**config.mk**
```make
export PLATFORM = sky130hd
export DESIGN_NAME = rx_ltssm
export DESIGN_NICKNAME = d
export VERILOG_FILES = /design/src/rtl/rx_ltssm.sv
export SDC_FILE = /design/constraint.sdc
export NUM_CORES = 1
export LEC_CHECK = 0
export BUFFER_PORTS_ARGS = -buffer_cell sky130_fd_sc_hd__buf_2
export CAP_MARGIN = 30
export CORE_UTILIZATION = 48
export CTS_BUF_LIST = sky130_fd_sc_hd__clkbuf_8
export CTS_CLUSTER_DIAMETER = 100
export DETAILED_ROUTE_END_ITERATION = 8
export PLACE_DENSITY = 0.84
export SLEW_MARGIN = 20
export SYNTH_ARGS = -nofsm -noshare
export SYNTH_HDL_FRONTEND = slang
export SYNTH_SLANG_ARGS = --single-unit
export TNS_END_PERCENT = 10
```
**constraint.sdc**
```tcl
create_clock -name Pclk -period 3.34 [get_ports Pclk]
set_clock_uncertainty 0.05 [all_clocks]
set_input_delay 0.334 -clock Pclk [delete_from_list [all_inputs] [get_ports Pclk]]
set_output_delay 0.334 -clock Pclk [all_outputs]
set_load 0.05 [all_outputs]
```
**src/rtl/rx_ltssm.sv**
```systemverilog
// rx_ltssm: receive-side LTSSM companion.
//
// Follows the state commanded by the main LTSSM (SetRXState, reloaded every
// cycle), counts consecutive qualifying ordered sets reported by the RX OS
// checker, and raises a one-cycle exit request (RXFinishFlag + RXExitTo) once
// the per-state threshold is met or the Polling/Configuration timer expires.
// Upstream devices also latch the link number seen in CfgLinkWidthStart and
// hand it to the main LTSSM through WriteLinkNum/WriteLinkNumFlag.
//
// Optional build macro: RX_LTSSM_ELECIDLE_EXIT_EN. When defined, 16
// consecutive cycles with every LaneMask lane in electrical idle while in
// states 2..10 request an exit to DetectQuiet. When undefined, RxElecIdle
// and LaneMask are ignored.
//
// Ports:
//   Pclk, Reset        clock, asynchronous active-low reset
//   SetRXState [3:0]   state commanded by the main LTSSM
//   RXFinishFlag       one-cycle exit request
//   RXExitTo [3:0]     requested next state; holds its last value between pulses
//   OSValid            qualifier: OSType/OSLinkNum/OSLaneNum describe one
//                      deskewed ordered set in any cycle where OSValid is high;
//                      there is no backpressure, every valid OS is consumed
//   OSType [2:0]       000 TS1, 001 TS2, 100 IDLE, others don't-care
//   OSLinkNum [7:0]    link number field (0 = PAD)
//   OSLaneNum [7:0]    lane number field (0 = PAD)
//   ReadLinkNum [7:0]  link number currently stored by the main LTSSM
//   WriteLinkNum [7:0] link number to store (upstream only)
//   WriteLinkNumFlag   one-cycle store strobe, coincident with RXFinishFlag
//   RxElecIdle, LaneMask [LANESNUMBER-1:0]  PIPE elec-idle and detected lanes
//   dbg_state [3:0]    current state register, for observation only
module rx_ltssm #(
  parameter int LANESNUMBER    = 16,
  parameter int DEVICETYPE     = 0,
  parameter int TIMEOUT_CYCLES = 24000
) (
  input  logic                   Pclk,
  input  logic                   Reset,
  input  logic [3:0]             SetRXState,
  output logic                   RXFinishFlag,
  output logic [3:0]             RXExitTo,
  input  logic                   OSValid,
  input  logic [2:0]             OSType,
  input  logic [7:0]             OSLinkNum,
  input  logic [7:0]             OSLaneNum,
  input  logic [7:0]             ReadLinkNum,
  output logic [7:0]             WriteLinkNum,
  output logic                   WriteLinkNumFlag,
  input  logic [LANESNUMBER-1:0] RxElecIdle,
  input  logic [LANESNUMBER-1:0] LaneMask,
  output logic [3:0]             dbg_state
);

  localparam logic [3:0] ST_DETECT_QUIET  = 4'h0;
  localparam logic [3:0] ST_DETECT_ACTIVE = 4'h1;
  localparam logic [3:0] ST_POLL_ACTIVE   = 4'h2;
  localparam logic [3:0] ST_POLL_CONFIG   = 4'h3;
  localparam logic [3:0] ST_CFG_LW_START  = 4'h4;
  localparam logic [3:0] ST_CFG_LW_ACCEPT = 4'h5;
  localparam logic [3:0] ST_CFG_LN_WAIT   = 4'h6;
  localparam logic [3:0] ST_CFG_LN_ACTIVE = 4'h7;
  localparam logic [3:0] ST_CFG_COMPLETE  = 4'h8;
  localparam logic [3:0] ST_CFG_IDLE      = 4'h9;
  localparam logic [3:0] ST_L0            = 4'hA;
  localparam logic [3:0] ST_IDLE          = 4'hF;

  localparam int             TW         = (TIMEOUT_CYCLES > 2) ? $clog2(TIMEOUT_CYCLES) : 1;
  localparam logic [TW-1:0]  TIMER_LAST = TW'(TIMEOUT_CYCLES - 1);

  logic [3:0]    state;
  logic [3:0]    cnt;
  logic [3:0]    cnt_inc;
  logic [3:0]    cnt_nxt;
  logic [3:0]    thr;
  logic [3:0]    exit_to;
  logic [3:0]    fire_to;
  logic [TW-1:0] timer;
  logic          done;
  logic [7:0]    cap_link;

  logic state_chg;
  logic is_ts1;
  logic is_ts2;
  logic is_idle;
  logic link_ok;
  logic match;
  logic relink;
  logic capture;
  logic os_exit;
  logic timer_run;
  logic timeout;
  logic eidle_exit;
  logic fire;

  assign dbg_state = state;
  assign is_ts1    = (OSType == 3'b000);
  assign is_ts2    = (OSType == 3'b001);
  assign is_idle   = (OSType == 3'b100);
  assign link_ok   = (OSLinkNum == ReadLinkNum);
  assign state_chg = (SetRXState != state);

  always_comb begin
    match   = 1'b0;
    relink  = 1'b0;
    thr     = 4'd8;
    exit_to = ST_DETECT_QUIET;
    case (state)
      ST_POLL_ACTIVE: begin
        match   = is_ts1 || is_ts2;
        exit_to = ST_POLL_CONFIG;
      end
      ST_POLL_CONFIG: begin
        match   = is_ts2;
        exit_to = ST_CFG_LW_START;
      end
      ST_CFG_LW_START: begin
        thr     = 4'd2;
        exit_to = ST_CFG_LW_ACCEPT;
        if (DEVICETYPE == 1) begin
          // Any non-PAD TS1 qualifies; a different link number than the one
          // captured restarts the run at 1 with the new number.
          match  = is_ts1 && (OSLinkNum != 8'h00);
          relink = match && (cnt != 4'd0) && (OSLinkNum != cap_link);
        end else begin
          match  = is_ts1 && link_ok;
        end
      end
      ST_CFG_LW_ACCEPT: begin
        thr     = 4'd2;
        match   = is_ts1 && link_ok && (OSLaneNum != 8'h00);
        exit_to = ST_CFG_LN_WAIT;
      end
      ST_CFG_LN_WAIT: begin
        thr     = 4'd2;
        match   = is_ts1 && link_ok;
        exit_to = ST_CFG_LN_ACTIVE;
      end
      ST_CFG_LN_ACTIVE: begin
        thr     = 4'd2;
        match   = (is_ts1 || is_ts2) && link_ok;
        exit_to = ST_CFG_COMPLETE;
      end
      ST_CFG_COMPLETE: begin
        match   = is_ts2 && link_ok;
        exit_to = ST_CFG_IDLE;
      end
      ST_CFG_IDLE: begin
        match   = is_idle;
        exit_to = ST_L0;
      end
      default: begin
        match   = 1'b0;
      end
    endcase

    cnt_inc = (cnt == 4'hF) ? 4'hF : cnt + 4'd1;
    if (!OSValid)    cnt_nxt = cnt;
    else if (!match) cnt_nxt = 4'd0;
    else if (relink) cnt_nxt = 4'd1;
    else             cnt_nxt = cnt_inc;

    os_exit   = OSValid && match && (cnt_nxt >= thr);
    capture   = (DEVICETYPE == 1) && (state == ST_CFG_LW_START) && OSValid &&
                match && ((cnt == 4'd0) || relink);
    timer_run = (state >= ST_POLL_ACTIVE) && (state <= ST_CFG_IDLE);
    timeout   = timer_run && (timer == TIMER_LAST);
    fire      = !done && (os_exit || timeout || eidle_exit);
    // OS threshold outranks both timeout and electrical-idle exits.
    fire_to   = os_exit ? exit_to : ST_DETECT_QUIET;
  end

  always_ff @(posedge Pclk or negedge Reset) begin
    if (!Reset) begin
      state            <= ST_IDLE;
      RXFinishFlag     <= 1'b0;
      RXExitTo         <= 4'h0;
      WriteLinkNum     <= 8'h00;
      WriteLinkNumFlag <= 1'b0;
      cnt              <= 4'd0;
      timer            <= '0;
      done             <= 1'b0;
      cap_link         <= 8'h00;
    end else begin
      state            <= SetRXState;
      RXFinishFlag     <= 1'b0;
      WriteLinkNumFlag <= 1'b0;
      if (state_chg) begin
        // The OS arriving in the switching cycle belongs to no state.
        cnt   <= 4'd0;
        timer <= '0;
        done  <= 1'b0;
      end else begin
        cnt <= cnt_nxt;
        if (timer_run && !timeout) timer <= timer + TW'(1);
        if (capture) cap_link <= OSLinkNum;
        if (fire) begin
          RXFinishFlag <= 1'b1;
          RXExitTo     <= fire_to;
          done         <= 1'b1;
          if ((DEVICETYPE == 1) && (state == ST_CFG_LW_START) && os_exit) begin
            WriteLinkNum     <= cap_link;
            WriteLinkNumFlag <= 1'b1;
          end
        end
      end
    end
  end

`ifdef RX_LTSSM_ELECIDLE_EXIT_EN
  logic [3:0] eidle_cnt;
  logic       eidle_zone;
  logic       all_idle;

  assign eidle_zone = (state >= ST_POLL_ACTIVE) && (state <= ST_L0);
  assign all_idle   = ((RxElecIdle & LaneMask) == LaneMask);
  // eidle_cnt holds the number of earlier consecutive idle cycles, so the
  // 16th idle cycle is the one that sees 15.
  assign eidle_exit = eidle_zone && all_idle && (eidle_cnt == 4'hF);

  always_ff @(posedge Pclk or negedge Reset) begin
    if (!Reset) begin
      eidle_cnt <= 4'd0;
    end else if (state_chg || !eidle_zone || !all_idle) begin
      eidle_cnt <= 4'd0;
    end else if (eidle_cnt != 4'hF) begin
      eidle_cnt <= eidle_cnt + 4'd1;
    end
  end
`else
  logic unused_eidle;
  assign eidle_exit   = 1'b0;
  assign unused_eidle = ^{RxElecIdle, LaneMask, ST_DETECT_ACTIVE};
`endif

endmodule

```
==> flow_metrics.tcl, run 1 <==
set metrics [dict create \
    fin_crit_sh_pct 96.0 \
    synth_edf_count 0 \
    grt-ovfl-total 0 \
    critPathSlowestCell "dfstp_2" \
    cts_tree "yes" \
    power_density_nw_per_um2 397 \
    antenna_left 0 \
    cts_root_buffer "clkbuf_8" \
    path_class "reg2reg" \
    cp-start-kind "flip-flop" \
    die_w_um 62.7 \
    crit_required_ps 3460 \
    synth_top_area_share_pct 35.3 \
    synthTopCellsByCount "dfrtp_1, nor2_1, nand2_1" \
    grt_pass1_vias 1475 \
    synthCells 190 \
    leakage_nw 0.982 \
    viasPerCell 5.26 \
    fin_cells 283 \
    multiInputGateArea_um2 970 \
    synth_top_family_by_area "simple AND/OR/NAND/NOR gates" \
    path_clk_slew_ps 70 \
    crit_chain "or3b_1 > o21ai_2 > a22o_1 > a41o_2 > nand3_4 > a21oi_1 > a21oi_1 > ha_1 > nand2_1 > a41o_1 > a211oi_4 > o21ai_4 > a22o_1" \
    clkLatencyLatePin_ps 280 \
    synth_most_common_cell "dfrtp_1" \
    seq_area_frac_synth_pct 41.3 \
    core_um2 3440 \
    synthFlopType "dfrtp_1" \
    cts_sinks 29 \
    synth_area_leaders "dfrtp_1, xor2_1, dfstp_2" \
    yosysUniqueCellTypes 44 \
    h-tree-depth 2 \
    remaining_drc_errors 0 \
    max_freq_mhz 312 \
    slowest_delay_ps 520 \
    die_h_um 62.7 \
    combPwrFrac_pct 13.5 \
    ff_latch_area_um2 731 \
    tightest_slew_ps 629 \
    switchingPower_mw 0.214 \
    start_util_pct 51.4 \
    cts_inserted_buffers 5 \
    wirelength_mm 3.66 \
    cp.arrival_ps 3330 \
    floorplan.rows 21 \
    drtIter0Drc 56 \
    grt_usage_pct 20.7 \
    setup_viol 0 \
    cp-end-kind "flip-flop" \
    dp_cells 273 \
    grt_pass1_wl_mm 6.30 \
    routedWlPerCell_um 12.9 \
    synth_xor_area_share_pct 13.3 \
    antenna_found_initial 0 \
    synth_compound_area_share_pct 11.2 \
    status "completed" \
    avgSynthCellArea_um2 9.32 \
    nets 306 \
    synth.area.mux_share_pct 0.565 \
    vias 1488 \
    synthArstFlopShare_pct 100 \
    die_area_um2 3940 \
    pwr-share-clk_pct 43.8 \
    diodes 0 \
    io_buffers 42 \
    slew_viol_final 0 \
    synth_warnings 8 \
    fin_setup_tns_ps 0 \
    ir_drop_v 0.000328 \
    drt_pass1_iterations 4 \
    hold_viol 0 \
    synth_top_cell_by_area "dfrtp_1" \
    crit_path_max_fanout 5 \
    relSlewSlack_pct 58.1 \
    max_cap_violations 0 \
    hp-class "in2async" \
    synth_simple_gate_area_share_pct 23.3 \
    hpwl_mm 2.57 \
    ys_ff_latch 29 \
    synthAdderAreaFrac_pct 2.83 \
    drive_gt1_share_pct 28.3 \
    grt_max_degree 30 \
    area_delta_synth_final_pct 20.9 \
    fin_crit_ps 3200 \
    power_frac_seq_pct 42.6 \
    cts_hold_buf 0 \
    swShare_pct 25.2 \
    ios 84 \
    p_int_mw 0.635 \
    synth_area_um2 1770 \
    fillCellCount 281 \
    clk_path_buf_depth 2 \
    gp_congestion 0.800 \
]
==> kinds of logic after synthesis <==
kind of cell | Yosys count
and+or+nand+nor | 81
AOI/OAI and AO/OA | 27
muxes | 1
DFF | 29
other | 1
xor gates and xnor gates | 26
buffers and inverters | 21
adders and majority gates | 4
==> timing repair <==
action | CTS | global route
gates resized for setup | 0 | 5
buffers inserted | 0 | 2
setup endpoints to repair | 0 | 2
==> per-layer routing <==
| layer | vias up | GRT usage, % | wire length, µm |
|---|---|---|---|
| met5 | - | 0 | 0 |
| met4 | 0 | 10.5 | 65 |
| met3 | 7 | 3.28 | 141 |
| met2 | 46 | 36.1 | 1890 |
| met1 | 705 | 24.4 | 1560 |
| li1 | 730 | - | - |
==> layout make-up <==
cell class	instances	area share, %
tap	46	2.69
clock inverter	2	1.58
timing repair buffer	47	11.6
clock buffer	6	3.86
sequential	29	34.1
inverter	5	0.877
multi-input combinational	148	45.3
==> path summary, 6_finish.rpt <==
check / start / to / slack, ps / depth (start not counted)
worst max register to register: dbg_state[3]$_DFF_PN1_ / RXExitTo[2]$_DFFE_PN0P_ / 140 / 13
min in group Pclk: SetRXState[1] / dbg_state[1]$_DFF_PN1_ / 110 / 1
worst min register to register: RXExitTo[1]$_DFFE_PN0P_ / RXExitTo[1]$_DFFE_PN0P_ / 450 / 1
worst max-delay path: dbg_state[3]$_DFF_PN1_ / RXExitTo[2]$_DFFE_PN0P_ / 140 / 13
max in group asynchronous: Reset / RXExitTo[1]$_DFFE_PN0P_ / 2810 / 1
worst min-delay path: Reset / RXExitTo[2]$_DFFE_PN0P_ / 20 / 1
==> layout by cell type (no fill, tap or decap), types with 4 or more instances in the layout <==
master    Yosys  routed
dfrtp_1      25      25
xnor2_1       8       8
dfstp_2       4       4
ha_1          4       4
nand3_1       6       6
nand2_1      19      19
xor2_1       17      17
nor3_1        4       4
nor2_1       23      23
conb_1        1       9
buf_4         9       5
o21ai_0       4       4
clkbuf_8      0       6
nor4_1        4       4
inv_1         5       6
nand4_1       4       4
buf_2         2      42
a21oi_1       9       9
==> power by group through the flow <==
stage	registers [mW]	logic (mW)	clock network (mW)
finish	0.362	0.115	0.372
global route	0.363	0.126	0.394
CTS	0.362	0.113	0.379
detailed placement	0.368	0.112	0
global placement	0.368	0.110	0
floorplan	0.375	0.0753	0
==> flip-flops by register name, indices dropped and copies added, names as in the netlist <==
register and cells:
timer 15, done 1, RXExitTo 4, cnt 4, RXFinishFlag 1, dbg_state 4
==> worst max-delay path, delay by kind of cell (launching register included) <==
| family | cells | cell delay [ps] |
|---|---|---|
| compound gates | 9 | 1720 |
| flops | 1 | 520 |
| fa+ha+maj | 1 | 280 |
| simple gates | 3 | 520 |
==> stage by stage <==
stage	setup WS, ps	cell area [µm²]	hold slack [ps]	util [%]	power (mW)
floorplan	40.5	1800	-11.6	-	0.450
global placement	208	1980	336	57.5	0.478
detailed placement	174	1980	339	57.5	0.480
CTS	164	2100	29.2	60.9	0.854
global route	-50.0	2140	68.8	62.2	0.882
finish	135	2140	16.7	62.2	0.849
(Power assumes the default switching activity.)
==> run 2, diff against run 1 <==
--- a/config.mk
+++ b/config.mk
@@ -7,11 +7,14 @@
 export LEC_CHECK = 0
 export BUFFER_PORTS_ARGS = -buffer_cell sky130_fd_sc_hd__buf_2
 export CAP_MARGIN = 30
-export CORE_UTILIZATION = 48
+export CELL_PAD_IN_SITES_DETAIL_PLACEMENT = 1
+export CELL_PAD_IN_SITES_GLOBAL_PLACEMENT = 1
+export CORE_ASPECT_RATIO = 2
+export CORE_UTILIZATION = 34
 export CTS_BUF_LIST = sky130_fd_sc_hd__clkbuf_8
 export CTS_CLUSTER_DIAMETER = 100
 export DETAILED_ROUTE_END_ITERATION = 8
-export PLACE_DENSITY = 0.84
+export PLACE_DENSITY = 0.83
 export SLEW_MARGIN = 20
 export SYNTH_ARGS = -nofsm -noshare
 export SYNTH_HDL_FRONTEND = slang
==> run 2 against run 1 <==
Against the previous run:
- sequential share of layout area increased by 0.14 points
- highest routed layer unchanged
- first-iteration DRC count down 89%
- global-route usage shrank 3.1 points
- non-clock buffer count is 2 higher
==> flow_metrics.tcl, run 2 (same netlist as run 1, synthesis figures left out) <==
set metrics [dict create \
    setup_viol 0 \
    leakage_nw 0.980 \
    cts_sinks 29 \
    design_area_um2 2130 \
    floorplan.rows 36 \
    grt-ovfl-total 0 \
    slowest_delay_ps 530 \
    layout_common_cells "buf_2, dfrtp_1, nor2_1" \
    switchingPower_mw 0.215 \
    routed-wl-met2_mm 2.68 \
    hp-class "in2async" \
    fin_crit_sh_pct 96.1 \
    cp-start-kind "flip-flop" \
    status "completed" \
    grt_pass1_vias 1710 \
    cts_tree "yes" \
    placed_area_um2 2010 \
    timing.rr.end "RXExitTo[2]$_DFFE_PN0P_" \
    gp_congestion 0.757 \
    cp.arrival_ps 3330 \
    power_density_nw_per_um2 374 \
    crit_chain "or3b_1 > o21ai_1 > a22o_1 > a41o_2 > nand3_2 > a21oi_1 > a21oi_1 > ha_1 > nand2_1 > a41o_1 > a211oi_4 > o21ai_4 > a22o_1" \
    combPwrFrac_pct 14.6 \
    power_frac_seq_pct 45.4 \
    cp-end-kind "flip-flop" \
    max_cap_violations 0 \
    fin_crit_ps 3210 \
    pwr-share-clk_pct 40.0 \
    ff2ff_path_depth 13 \
    remaining_drc_errors 0 \
    tightest_slew_ps 650 \
    max_freq_mhz 311 \
    clkLatencyLatePin_ps 280 \
    critPathSlowestCell "dfstp_2" \
    die_h_um 104 \
    drtIter0Drc 6 \
    routedWlPerCell_um 14.5 \
    ir_drop_v 0.000247 \
    start_util_pct 35.7 \
    crit_path_max_fanout 5 \
    viasPerCell 5.16 \
    crit_buf_inv 0 \
    wl_met3_um 178 \
    grt_pass1_wl_mm 7.29 \
    layout_commonest_cell "buf_2" \
    area_delta_synth_final_pct 20.4 \
    slew_viol_final 0 \
    hpwl_mm 3.37 \
    h-tree-depth 2 \
    reg2reg_from "dbg_state[3]$_DFF_PN1_" \
    relSlewSlack_pct 56.7 \
    drt_pass1_iterations 4 \
    cts_root_buffer "clkbuf_8" \
    regMostFlops "timer" \
    hold_viol 0 \
    antenna_left 0 \
    path_clk_slew_ps 60 \
    cts_inserted_buffers 5 \
    ios 84 \
    swShare_pct 27.0 \
    grt_max_degree 30 \
    io_buffers 42 \
    crit_required_ps 3460 \
    die_area_um2 5520 \
    path_class "reg2reg" \
    final_util_pct 43.0 \
    vias 1528 \
    cts_hold_buf 0 \
    highest-signal-layer "met4" \
    p_int_mw 0.582 \
    r2r_slack_ps 130 \
    diodes 0 \
    wirelength_mm 4.28 \
    holdWs_ps 25.8 \
    largest_register_ffs 15 \
    fin_setup_tns_ps 0 \
    core_um2 4950 \
    die_w_um 53.0 \
    clk_path_buf_depth 2 \
    cp_top_family "compound AO/OA/AOI/OAI gates" \
    grt_usage_pct 17.5 \
    nets 308 \
    met1Wirelength_mm 1.33 \
    drive_gt1_share_pct 28.0 \
    antenna_found_initial 0 \
]
[run 2: worst max path at each step]
stage / from / to / cells past startpoint
2_1_floorplan: dbg_state[3]$_DFF_PN1_ / RXExitTo[2]$_DFFE_PN0P_ / 14
3_3_place_gp: dbg_state[3]$_DFF_PN1_ / RXExitTo[3]$_DFFE_PN0P_ / 13
3_5_place_dp: dbg_state[3]$_DFF_PN1_ / RXExitTo[3]$_DFFE_PN0P_ / 13
4_1_cts: dbg_state[3]$_DFF_PN1_ / RXExitTo[3]$_DFFE_PN0P_ / 13
5_1_grt: dbg_state[3]$_DFF_PN1_ / RXExitTo[3]$_DFFE_PN0P_ / 13
6_report: dbg_state[3]$_DFF_PN1_ / RXExitTo[2]$_DFFE_PN0P_ / 13
[run 2: area by class of cell]
type	count	area [µm²]
Inverter	5	18.8
Fill cell	626	2820
Timing Repair Buffer	49	263
Clock buffer	7	96.3
Clock inverter	1	5.00
Tap cell	57	71.3
Sequential cell	29	731
Multi-Input combinational cell	148	947
[run 2: worst register-to-register path: cells and delay by family, from the launching register on]
kind | cells | cell delay (ps)
AOI/OAI and AO/OA | 9 | 1670
adders and majority gates | 1 | 290
DFF | 1 | 530
and+or+nand+nor | 3 | 540
[run 2: metrics by stage]
stage	setup WS (ps)	total power [mW]	instances
finish	129	0.797	296
global route	-6.87	0.830	296
CTS	116	0.804	294
detailed placement	153	0.485	286
global placement	174	0.482	286
floorplan	40.5	0.450	198
[run 2: layer usage]
metal | GRT usage (%) | vias up
met3 | 2.92 | 7
met5 | 0 | -
met4 | 7.14 | 0
met2 | 35.5 | 40
li1 | - | 730
met1 | 14.9 | 751
[run 2: power by group through the flow]
stage	Clock [mW]	Sequential, mW	Combinational, mW
3_5_place_dp	0	0.368	0.117
4_1_cts	0.324	0.362	0.117
6_report	0.319	0.362	0.116
2_1_floorplan	0	0.375	0.0753
5_1_grt	0.339	0.363	0.128
3_3_place_gp	0	0.368	0.114
[run 2: what timing repair did]
action	CTS	global route
endpoints found under the setup margin	0	1
gates resized for setup	0	1
buffers inserted	0	2
